## src/rtl/mcu_clk_pkg.sv

```systemverilog
// ---------------------------------------------------------------------------
// mcu_clk_pkg
//   Shared definitions for the MCU clock/reset sequencer.
//   The state encoding is also the value driven on clk_rst_seq.state_o.
//   Encodings: ST_LOCK waits for a stable PLL lock, ST_RST runs the divider
//   with the core held in reset, ST_RUN is normal operation, and ST_HALT
//   is the debug freeze. Single-step happens inside ST_HALT.
// ---------------------------------------------------------------------------
package mcu_clk_pkg;

    typedef enum logic [1:0] {
        ST_LOCK = 2'd0,
        ST_RST  = 2'd1,
        ST_RUN  = 2'd2,
        ST_HALT = 2'd3
    } state_t;

endpackage

```

## src/rtl/sync_2ff.sv

```systemverilog
// ---------------------------------------------------------------------------
// sync_2ff
//   Two-flop synchroniser for a single asynchronous level. It has an
//   asynchronous active-low reset that clears both flops.
//   Ports:
//     clk    in  destination clock
//     rst_n  in  asynchronous active-low reset
//     d_i    in  asynchronous input level
//     q_o    out synchronised level, two clk cycles of latency
// ---------------------------------------------------------------------------
module sync_2ff (
    input  logic clk,
    input  logic rst_n,
    input  logic d_i,
    output logic q_o
);

    logic meta_q;
    logic meta_d;
    logic sync_q;
    logic sync_d;

    always_comb begin
        meta_d = d_i;
        sync_d = meta_q;
    end

    always_ff @(posedge clk or negedge rst_n) begin
        if (!rst_n) begin
            meta_q <= 1'b0;
            sync_q <= 1'b0;
        end else begin
            meta_q <= meta_d;
            sync_q <= sync_d;
        end
    end

    assign q_o = sync_q;

endmodule

```

## src/rtl/clk_rst_seq.sv

```systemverilog
// ---------------------------------------------------------------------------
// clk_rst_seq
//   Clock/reset sequencer for the MCU. Everything runs on clk_16M.
//   A free-running counter provides two derived clocks. The core clock
//   clk_o is the counter MSB. The memory read clock clk_x2_o is the bit
//   below the MSB, so it runs at twice the core rate.
//   Sequencing:
//     1. Wait for a filtered PLL lock.
//     2. Run the divider with the core held in reset for RST_CYCLES
//        core periods.
//     3. Release the reset.
//   Halt and single-step always park at cnt==0, so the derived clocks are
//   never cut short.
//   Ports:
//     clk_16M     in  PLL output clock
//     rst_nn      in  asynchronous active-low reset
//     pll_lock_i  in  PLL lock, asynchronous
//     halt_i      in  halt request level, asynchronous
//     step_i      in  single-step request, asynchronous; the rising edge
//                     is the event
//     clk_o       out core clock (cnt MSB)
//     clk_x2_o    out memory read clock (cnt MSB-1)
//     rst_n_o     out core reset, active-low, registered
//     state_o     out sequencer state (0 LOCK, 1 RST, 2 RUN, 3 HALT)
// ---------------------------------------------------------------------------
module clk_rst_seq
    import mcu_clk_pkg::*;
#(
    parameter int DIV_LOG2   = 14,
    parameter int LOCK_FILT  = 16,
    parameter int RST_CYCLES = 3
) (
    input  logic       clk_16M,
    input  logic       rst_nn,
    input  logic       pll_lock_i,
    input  logic       halt_i,
    input  logic       step_i,
    output logic       clk_o,
    output logic       clk_x2_o,
    output logic       rst_n_o,
    output logic [1:0] state_o
);

    localparam int LOCK_W = $clog2(LOCK_FILT + 1);
    localparam int RST_W  = $clog2(RST_CYCLES + 1);
    localparam logic [DIV_LOG2-1:0] CNT_TOP   = '1;
    localparam logic [LOCK_W-1:0]   LOCK_LAST = LOCK_W'(LOCK_FILT - 1);
    localparam logic [RST_W-1:0]    RST_LAST  = RST_W'(RST_CYCLES - 1);

    logic lock_s;
    logic halt_s;
    logic step_s;

    sync_2ff u_sync_lock (.clk(clk_16M), .rst_n(rst_nn), .d_i(pll_lock_i), .q_o(lock_s));
    sync_2ff u_sync_halt (.clk(clk_16M), .rst_n(rst_nn), .d_i(halt_i),     .q_o(halt_s));
    sync_2ff u_sync_step (.clk(clk_16M), .rst_n(rst_nn), .d_i(step_i),     .q_o(step_s));

    state_t               state_q,    state_d;
    logic [DIV_LOG2-1:0]  cnt_q,      cnt_d;
    logic [LOCK_W-1:0]    lock_cnt_q, lock_cnt_d;
    logic [RST_W-1:0]     rst_cnt_q,  rst_cnt_d;
    logic                 rst_n_q,    rst_n_d;
    logic                 stepping_q, stepping_d;
    logic                 step_dly_q, step_dly_d;

    logic [DIV_LOG2-1:0]  cnt_inc;
    logic                 cnt_wrap;
    logic                 step_edge;

    // The counter wraps when it is at all-ones. The next edge then lands on
    // the park point, where clk_o falls.
    assign cnt_inc   = cnt_q + DIV_LOG2'(1);
    assign cnt_wrap  = (cnt_q == CNT_TOP);
    assign step_edge = step_s & ~step_dly_q;

    // Next-state logic. Lock loss is checked first so that it overrides
    // every other request. Parking happens only when the next count is 0,
    // so halting never shortens a clock pulse.
    always_comb begin
        state_d    = state_q;
        cnt_d      = cnt_q;
        lock_cnt_d = lock_cnt_q;
        rst_cnt_d  = rst_cnt_q;
        rst_n_d    = rst_n_q;
        stepping_d = stepping_q;
        step_dly_d = step_s;

        if (!lock_s && (state_q != ST_LOCK)) begin
            state_d    = ST_LOCK;
            cnt_d      = '0;
            lock_cnt_d = '0;
            rst_cnt_d  = '0;
            rst_n_d    = 1'b0;
            stepping_d = 1'b0;
        end else begin
            case (state_q)
                ST_LOCK: begin
                    cnt_d   = '0;
                    rst_n_d = 1'b0;
                    if (!lock_s) begin
                        lock_cnt_d = '0;
                    end else if (lock_cnt_q == LOCK_LAST) begin
                        lock_cnt_d = '0;
                        state_d    = ST_RST;
                    end else begin
                        lock_cnt_d = lock_cnt_q + LOCK_W'(1);
                    end
                end
                ST_RST: begin
                    cnt_d = cnt_inc;
                    if (cnt_wrap) begin
                        if (rst_cnt_q == RST_LAST) begin
                            rst_cnt_d = '0;
                            rst_n_d   = 1'b1;
                            state_d   = ST_RUN;
                        end else begin
                            rst_cnt_d = rst_cnt_q + RST_W'(1);
                        end
                    end
                end
                ST_RUN: begin
                    cnt_d = cnt_inc;
                    if (cnt_wrap && halt_s) begin
                        state_d = ST_HALT;
                    end
                end
                ST_HALT: begin
                    if (stepping_q) begin
                        // A step always completes its period. If the halt
                        // request drops meanwhile, the sequencer goes straight
                        // back to running without a park cycle.
                        cnt_d = cnt_inc;
                        if (cnt_wrap) begin
                            stepping_d = 1'b0;
                            if (!halt_s) begin
                                state_d = ST_RUN;
                            end
                        end
                    end else begin
                        cnt_d = '0;
                        if (!halt_s) begin
                            state_d = ST_RUN;
                        end else if (step_edge) begin
                            stepping_d = 1'b1;
                        end
                    end
                end
                default: begin
                    state_d = ST_LOCK;
                    cnt_d   = '0;
                    rst_n_d = 1'b0;
                end
            endcase
        end
    end

    // State registers. Reset clears everything, so the core starts in reset
    // with both clocks low.
    always_ff @(posedge clk_16M or negedge rst_nn) begin
        if (!rst_nn) begin
            state_q    <= ST_LOCK;
            cnt_q      <= '0;
            lock_cnt_q <= '0;
            rst_cnt_q  <= '0;
            rst_n_q    <= 1'b0;
            stepping_q <= 1'b0;
            step_dly_q <= 1'b0;
        end else begin
            state_q    <= state_d;
            cnt_q      <= cnt_d;
            lock_cnt_q <= lock_cnt_d;
            rst_cnt_q  <= rst_cnt_d;
            rst_n_q    <= rst_n_d;
            stepping_q <= stepping_d;
            step_dly_q <= step_dly_d;
        end
    end

    assign clk_o    = cnt_q[DIV_LOG2-1];
    assign clk_x2_o = cnt_q[DIV_LOG2-2];
    assign rst_n_o  = rst_n_q;
    assign state_o  = state_q;

endmodule

```

## config.mk

```make
export PLATFORM = sky130hd
export DESIGN_NAME = clk_rst_seq
export DESIGN_NICKNAME = d
export VERILOG_FILES = /design/src/rtl/mcu_clk_pkg.sv /design/src/rtl/sync_2ff.sv /design/src/rtl/clk_rst_seq.sv
export SDC_FILE = /design/constraint.sdc
export NUM_CORES = 1
export LEC_CHECK = 0
export ABC_AREA = 1
export CAP_MARGIN = 20
export CORE_UTILIZATION = 60
export DETAILED_ROUTE_END_ITERATION = 8
export MAX_ROUTING_LAYER = met4
export PLACE_DENSITY = 0.92
export SYNTH_ARGS = -nofsm -noshare
export SYNTH_HDL_FRONTEND = slang
export SYNTH_SLANG_ARGS = --single-unit
export TNS_END_PERCENT = 30
```

## constraint.sdc

```tcl
create_clock -name clk_16M -period 3.6 [get_ports clk_16M]
set_input_delay 0.9 -clock clk_16M [delete_from_list [all_inputs] [get_ports clk_16M]]
set_output_delay 0.9 -clock clk_16M [all_outputs]
set_load 0.02 [all_outputs]
```

======== Word-level counts from Yosys, hierarchy flattened ========
Cells that the tools add are included.
operators by class
  add/sub/neg operators ................... 3
  eq/ne operators ......................... 12
  multiplexer cells ....................... 31
  bitwise gates (word level) .............. 2
  reduce and logical (&&, ||, !) cells .... 14
operators by type and width
  kind                   count
  $pmux 14 s3            1
  $mux 14                2
  $mux 2                 13
  $mux 5                 4
  $add 14x1->14 const B  1
  $eq 14x14->1 const B   1
  $ne 3x3->1 const B     4
  $reduce_bool 2->1      5
  $mux 1                 9
  $pmux 2 s4             1
  $eq 2x2->1 const B     3
  $reduce_and 6->1       1
  $add 5x1->5 const B    1
  $eq 5x4->1 const B     1
  $ne 4x4->1 const B     1
  $ne 3x2->1 const B     1
  $reduce_and 3->1       1
  $reduce_bool 3->1      1
  $add 2x1->2 const B    1
  $eq 2x1->1 const B     1
  $logic_and 1x1->1      2
  $logic_not 2->1        1
  $pmux 1 s2             1
  $reduce_and 2->1       1
  4 further kinds        4
storage, ports and cells
  register bits after elaboration ......... 32
  input bits .............................. 5
  output and inout bits ................... 5
  logic and storage cells ................. 75

======== Depth between registers and ports, before layout ========
  depth in word-level cells ............... 7
  gate-level depth with buffers ........... 11
  gate-level depth less buffers ........... 11

======== Modules after synthesis ========
From an unflattened synthesis, not the netlist that was laid out.
unflattened totals
  cells, all modules ...................... 177
  area total of the unflattened synthesis .. 1,659.1 um^2
modules (own cells, without submodules)
  module       instances  cells each  area an instance (um^2)  seq. area each (um^2)
  clk_rst_seq  1          171         1,508.9                  650.6
  sync_2ff     3          2           50.0                     50.0

======== Worst setup path after synthesis ========
Ideal clock, no wire load.
  kind .................................... reg-to-reg
  start point ............................. reg state_q[0], in the netlist state_o[0]
  end point ............................... reg cnt_q[13]
  library setup time ...................... 71 ps
  data arrival time ....................... 1,599 ps
  required time ........................... 3,529 ps
  slack ................................... 1,930 ps
  stages on the path, launching flop included .. 9
  buffers on the path ..................... 0
  clock period less this slack ............ 1,670 ps
  cells stage by stage .................... dfrtp_1 -> inv_1 -> ha_1 -> nor2_4 -> inv_2 -> a21oi_4 -> inv_2 -> o21a_1 -> nor2_1
on the way
  word-level cells in the longest chain between the ends .. 4
  elaborated cells between the ends (all ways) .. 9
  those cells by class .................... 3 x eq/ne; 2 x mux; 4 x reduce/logical
RTL lines
  element                                          line                source
  start: declaration                               clk_rst_seq.sv:58   state_t state_q, state_d;
  start signal: assignment                         clk_rst_seq.sv:169  state_q <= state_d;
  $eq 2x2->1 / $eq 2x1->1 (equally long branches)  clk_rst_seq.sv:96   case (state_q)
  $reduce_or 2->1 (no source line)                 -
  $pmux 14 s3                                      clk_rst_seq.sv:96
  $mux 14 *                                        clk_rst_seq.sv:88   if (!lock_s && (state_q != ST_LOCK)) begin
  named net cnt_d[13]                              clk_rst_seq.sv:59   logic [DIV_LOG2-1:0] cnt_q, cnt_d;
  end signal: assignment                           clk_rst_seq.sv:170  cnt_q <= cnt_d;
  end: declaration                                 clk_rst_seq.sv:59
Mark *: on every way through the listed nets, which the timed path passes. The rest lies on a longest branch.
A chain may end at the register's enable or synchronous reset.

======== Final worst setup path ========
  start point ............................. reg state_q[1], in the netlist state_o[1]
  end point ............................... out state_o[1]
RTL lines
  element           line               source
  end: declaration  clk_rst_seq.sv:41  output logic [1:0] state_o
No word-level cell between the ends.

==> impl_metrics.prom <==
# TYPE chip_impl_metric gauge
chip_impl_info{name="post_synth_most_frequent_cells",value="sky130_fd_sc_hd__dfrtp_1 (32), sky130_fd_sc_hd__nand2_1 (29), sky130_fd_sc_hd__inv_1 (22)"} 1
chip_impl_metric{name="power.share.combinational",unit="%"} 34.1
chip_impl_metric{name="layout.nets",unit=""} 201
chip_impl_metric{name="floorplan.initialDensity",unit="%"} 66.5
chip_impl_metric{name="gp_congestion",unit=""} 0.890
chip_impl_info{name="grt_setup_unrepaired",value="false"} 1
chip_impl_metric{name="multi_input_comb_area",unit="µm²"} 626
chip_impl_metric{name="final_hold_fails",unit=""} 0
chip_impl_metric{name="first_global_vias",unit=""} 1315
chip_impl_metric{name="dr_total_vias",unit=""} 1288
chip_impl_metric{name="cts_hold_repair.buffers",unit=""} 0
chip_impl_metric{name="worst-endpoint-arrival",unit="ns"} 1.41
chip_impl_metric{name="vdd_ir_drop_max",unit="mV"} 0.404
chip_impl_metric{name="cellLeakagePower",unit="nW"} 0.790
chip_impl_metric{name="final-setup-viol-count",unit=""} 0
chip_impl_metric{name="internal_power",unit="mW"} 0.629
chip_impl_info{name="synthFlopType",value="sky130_fd_sc_hd__dfrtp_1"} 1
chip_impl_metric{name="power.switching_fraction",unit="%"} 37.8
chip_impl_metric{name="final_max_slew_viol_count",unit=""} 0
chip_impl_metric{name="portBuffers",unit=""} 9
chip_impl_metric{name="drive_above_1_share",unit="%"} 9.95
chip_impl_metric{name="number_of_antenna_violations_at_the_first_check_in_global_routing",unit=""} 0
chip_impl_metric{name="share_clk_of_total_power",unit="%"} 21.0
chip_impl_metric{name="asyncSetResetFlopFracSynth",unit="%"} 100
chip_impl_metric{name="synth_enable_flop_cells",unit=""} 0
chip_impl_metric{name="hold-worst-slack",unit="ns"} 0.360
chip_impl_metric{name="clock_latency",unit="ns"} 0.33
chip_impl_info{name="run_status",value="complete, no violations"} 1
chip_impl_metric{name="area_of_the_die",unit="µm²"} 2750
chip_impl_info{name="cts-root-buf",value="sky130_fd_sc_hd__clkbuf_4"} 1
chip_impl_metric{name="post-cts-setup-buffers",unit=""} 0
chip_impl_metric{name="cap_viol_max_count",unit=""} 0
chip_impl_metric{name="antenna_cells",unit=""} 0
chip_impl_info{name="startpoint_type",value="register"} 1
chip_impl_metric{name="syn2layout_area_growth",unit="%"} 12.5
chip_impl_metric{name="drtPass1Iterations",unit=""} 4
chip_impl_metric{name="drt-wirelength-per-cell",unit="µm"} 14.6
chip_impl_metric{name="clock_path_buffers",unit=""} 2
chip_impl_info{name="path_delay_family",value="buffers and inverters"} 1
chip_impl_metric{name="seq_area_frac_synth",unit="%"} 52.4
chip_impl_metric{name="post_synth_num_cell_types",unit=""} 25
chip_impl_metric{name="ff2ff_setup_slack",unit="ns"} 1.67
chip_impl_info{name="hp-class",value="register to register"} 1
chip_impl_metric{name="avgViaCountPerCell",unit=""} 5.88
chip_impl_metric{name="maximum_number_of_pins_on_one_net_before_global_route_repair",unit=""} 33
chip_impl_info{name="synth_most_common_cell",value="sky130_fd_sc_hd__dfrtp_1"} 1
chip_impl_metric{name="fin_crit",unit="ns"} 2.31
chip_impl_metric{name="power.share.sequential",unit="%"} 44.9
chip_impl_metric{name="syn-num-nets",unit=""} 184
chip_impl_metric{name="clock_skew",unit="ns"} 0.0172
chip_impl_metric{name="crit_required",unit="ns"} 2.70
chip_impl_metric{name="n_fill_cell",unit=""} 159
chip_impl_metric{name="netSwitchingPower",unit="mW"} 0.383
chip_impl_metric{name="initialDrtViolationCount",unit=""} 66
chip_impl_info{name="crit_path_top_delay_cell",value="sky130_fd_sc_hd__clkdlybuf4s50_1"} 1
chip_impl_metric{name="tns",unit="ns"} 0
chip_impl_metric{name="yosys_warnings",unit=""} 0
chip_impl_info{name="critical_path.endpoint_type",value="primary output"} 1
chip_impl_metric{name="critical_path.max_fanout",unit=""} 6
chip_impl_metric{name="synth_seq_cells",unit=""} 32
chip_impl_metric{name="drt.antenna.violating_nets",unit=""} 0
chip_impl_metric{name="cts_made_buffers",unit=""} 5
chip_impl_metric{name="synthesis.area_per_instance",unit="µm²"} 8.83
chip_impl_metric{name="top_level_ports",unit=""} 10
chip_impl_metric{name="detailedPlacementHpwl",unit="µm"} 2370
chip_impl_metric{name="postCtsResizedCells",unit=""} 0
chip_impl_metric{name="tightest_slew",unit="ns"} 0.383
chip_impl_metric{name="synth_cell_area",unit="µm²"} 1530
chip_impl_metric{name="cts.htree.levels",unit=""} 2
chip_impl_metric{name="clock_sink_count",unit=""} 32
chip_impl_info{name="yosys.area.top_type",value="sky130_fd_sc_hd__dfrtp_1"} 1
chip_impl_metric{name="drc_errors",unit=""} 0
chip_impl_metric{name="grt.total_usage",unit="%"} 29.0
chip_impl_metric{name="yosys.area.top_type_share",unit="%"} 52.4
chip_impl_metric{name="cts.reportedPaths.clkPinSlew",unit="ns"} 0.10
chip_impl_info{name="crit_path_cell_trace",value="clkdlybuf4s50_1"} 1
chip_impl_metric{name="maxSlewHeadroom",unit="%"} 74.2
chip_impl_metric{name="die_width",unit="µm"} 52.5
chip_impl_metric{name="number_of_standard_cell_rows_in_the_floorplan",unit=""} 17
chip_impl_metric{name="netlist_instances",unit=""} 173
chip_impl_metric{name="cpPeakStageDelay",unit="ns"} 0.63
chip_impl_metric{name="critPathBufInv",unit=""} 1
chip_impl_metric{name="grt_pass1_wl",unit="µm"} 5510
chip_impl_metric{name="chipHeight",unit="µm"} 52.5
chip_impl_info{name="synthTopCellsByArea",value="sky130_fd_sc_hd__dfrtp_1 (52%), sky130_fd_sc_hd__nand2_1 (7.1%), sky130_fd_sc_hd__inv_1 (5.4%)"} 1
chip_impl_metric{name="max_clock_freq",unit="MHz"} 432
chip_impl_metric{name="grt_overflow",unit=""} 0
chip_impl_metric{name="floorplan.core_area",unit="µm²"} 2300
chip_impl_metric{name="area_used_by_sequential_logic_in_the_layout",unit="µm²"} 801
chip_impl_info{name="tritoncts",value="built"} 1
chip_impl_metric{name="detail_route.wirelength",unit="µm"} 3190
chip_impl_info{name="crit_type",value="register to primary output"} 1
chip_impl_metric{name="power_density",unit="nW/µm²"} 589
chip_impl_metric{name="final.period_utilization",unit="%"} 64.3
==> state kept, by name, summed over array words and instances (netlist names) <==
name,count
stepping_q,1
rst_n_o,1
u_sync_halt.meta_q,1
rst_cnt_q,2
step_dly_q,1
u_sync_lock.q_o,1
cnt_q,14
state_o,2
lock_cnt_q,5
u_sync_lock.meta_q,1
u_sync_step.meta_q,1
u_sync_step.q_o,1
u_sync_halt.q_o,1
==> per-layer routing <==
metal | share of wire (%) | GRT usage [%] | vias to the layer above
met5 | 0 | - | -
met4 | 2.6 | 14.5 | 0
met3 | 4.4 | 7.25 | 10
met2 | 52 | 48.9 | 42
met1 | 41 | 31.7 | 632
li1 | - | - | 604
==> final cells by class <==
type,instances,share of cell area [%]
Clock buffer,8,3.42
Inverter,27,5.90
Multi-Input combinational cell,114,36.4
Sequential cell,32,46.6
Tap cell,28,2.04
Timing Repair Buffer,10,5.68
==> metrics by stage <==
step,cell area (µm²),cells,setup slack (ns),util [%],total power [mW]
finish,1720,219,1.29,74.8,1.01
detailed placement,1660,211,1.67,72.3,0.799
global placement,1660,211,1.69,72.3,0.766
global route,1720,219,1.23,74.8,1.07
floorplan,1530,173,1.93,-,0.688
CTS,1720,219,1.30,74.8,1.01
==> power by group through the flow <==
stage / clock, mW / sequential (mW) / combinational (mW)
after floorplan: 0 / 0.465 / 0.223
after global routing: 0.229 / 0.460 / 0.385
after detailed placement: 0 / 0.459 / 0.340
after CTS: 0.217 / 0.452 / 0.342
final: 0.213 / 0.454 / 0.345
after global placement: 0 / 0.451 / 0.315
==> cell usage in the layout (no fill, tap or decap), types with 6 or more instances in the layout <==
master,instances
sky130_fd_sc_hd__inv_1,22
sky130_fd_sc_hd__ha_1,6
sky130_fd_sc_hd__nor2_1,15
sky130_fd_sc_hd__nand2_1,29
sky130_fd_sc_hd__o21ai_0,12
sky130_fd_sc_hd__a21oi_1,12
sky130_fd_sc_hd__dfrtp_1,32
sky130_fd_sc_hd__nand3_1,14
sky130_fd_sc_hd__clkdlybuf4s50_1,9
sky130_fd_sc_hd__nor3_1,6
==> final timing paths <==
check,startpoint,to,depth (start not counted)
hold reg to reg,u_sync_step.meta_q,u_sync_step.q_o,0
setup / recovery,state_o[1],state_o[1],1
setup reg to reg,state_o[1],state_o[0],11
max in group asynchronous,rst_nn,lock_cnt_q[1],2
min in group asynchronous,rst_nn,rst_cnt_q[1],2
hold / removal,u_sync_step.meta_q,u_sync_step.q_o,0
==> cells by family (layout without fill, tap and decap cells) <==
family | count (synthesis) | count (layout) | share of synthesized area (%)
AOI/OAI and AO/OA | 34 | 34 | 13.4
xor gates and xnor gates | 2 | 2 | 1.15
adders and majority gates | 6 | 6 | 4.91
buffers and inverters | 27 | 45 | 6.63
DFF | 32 | 32 | 52.4
and+or+nand+nor | 72 | 72 | 21.5
Note: power is estimated with default switching activity, not from simulation.
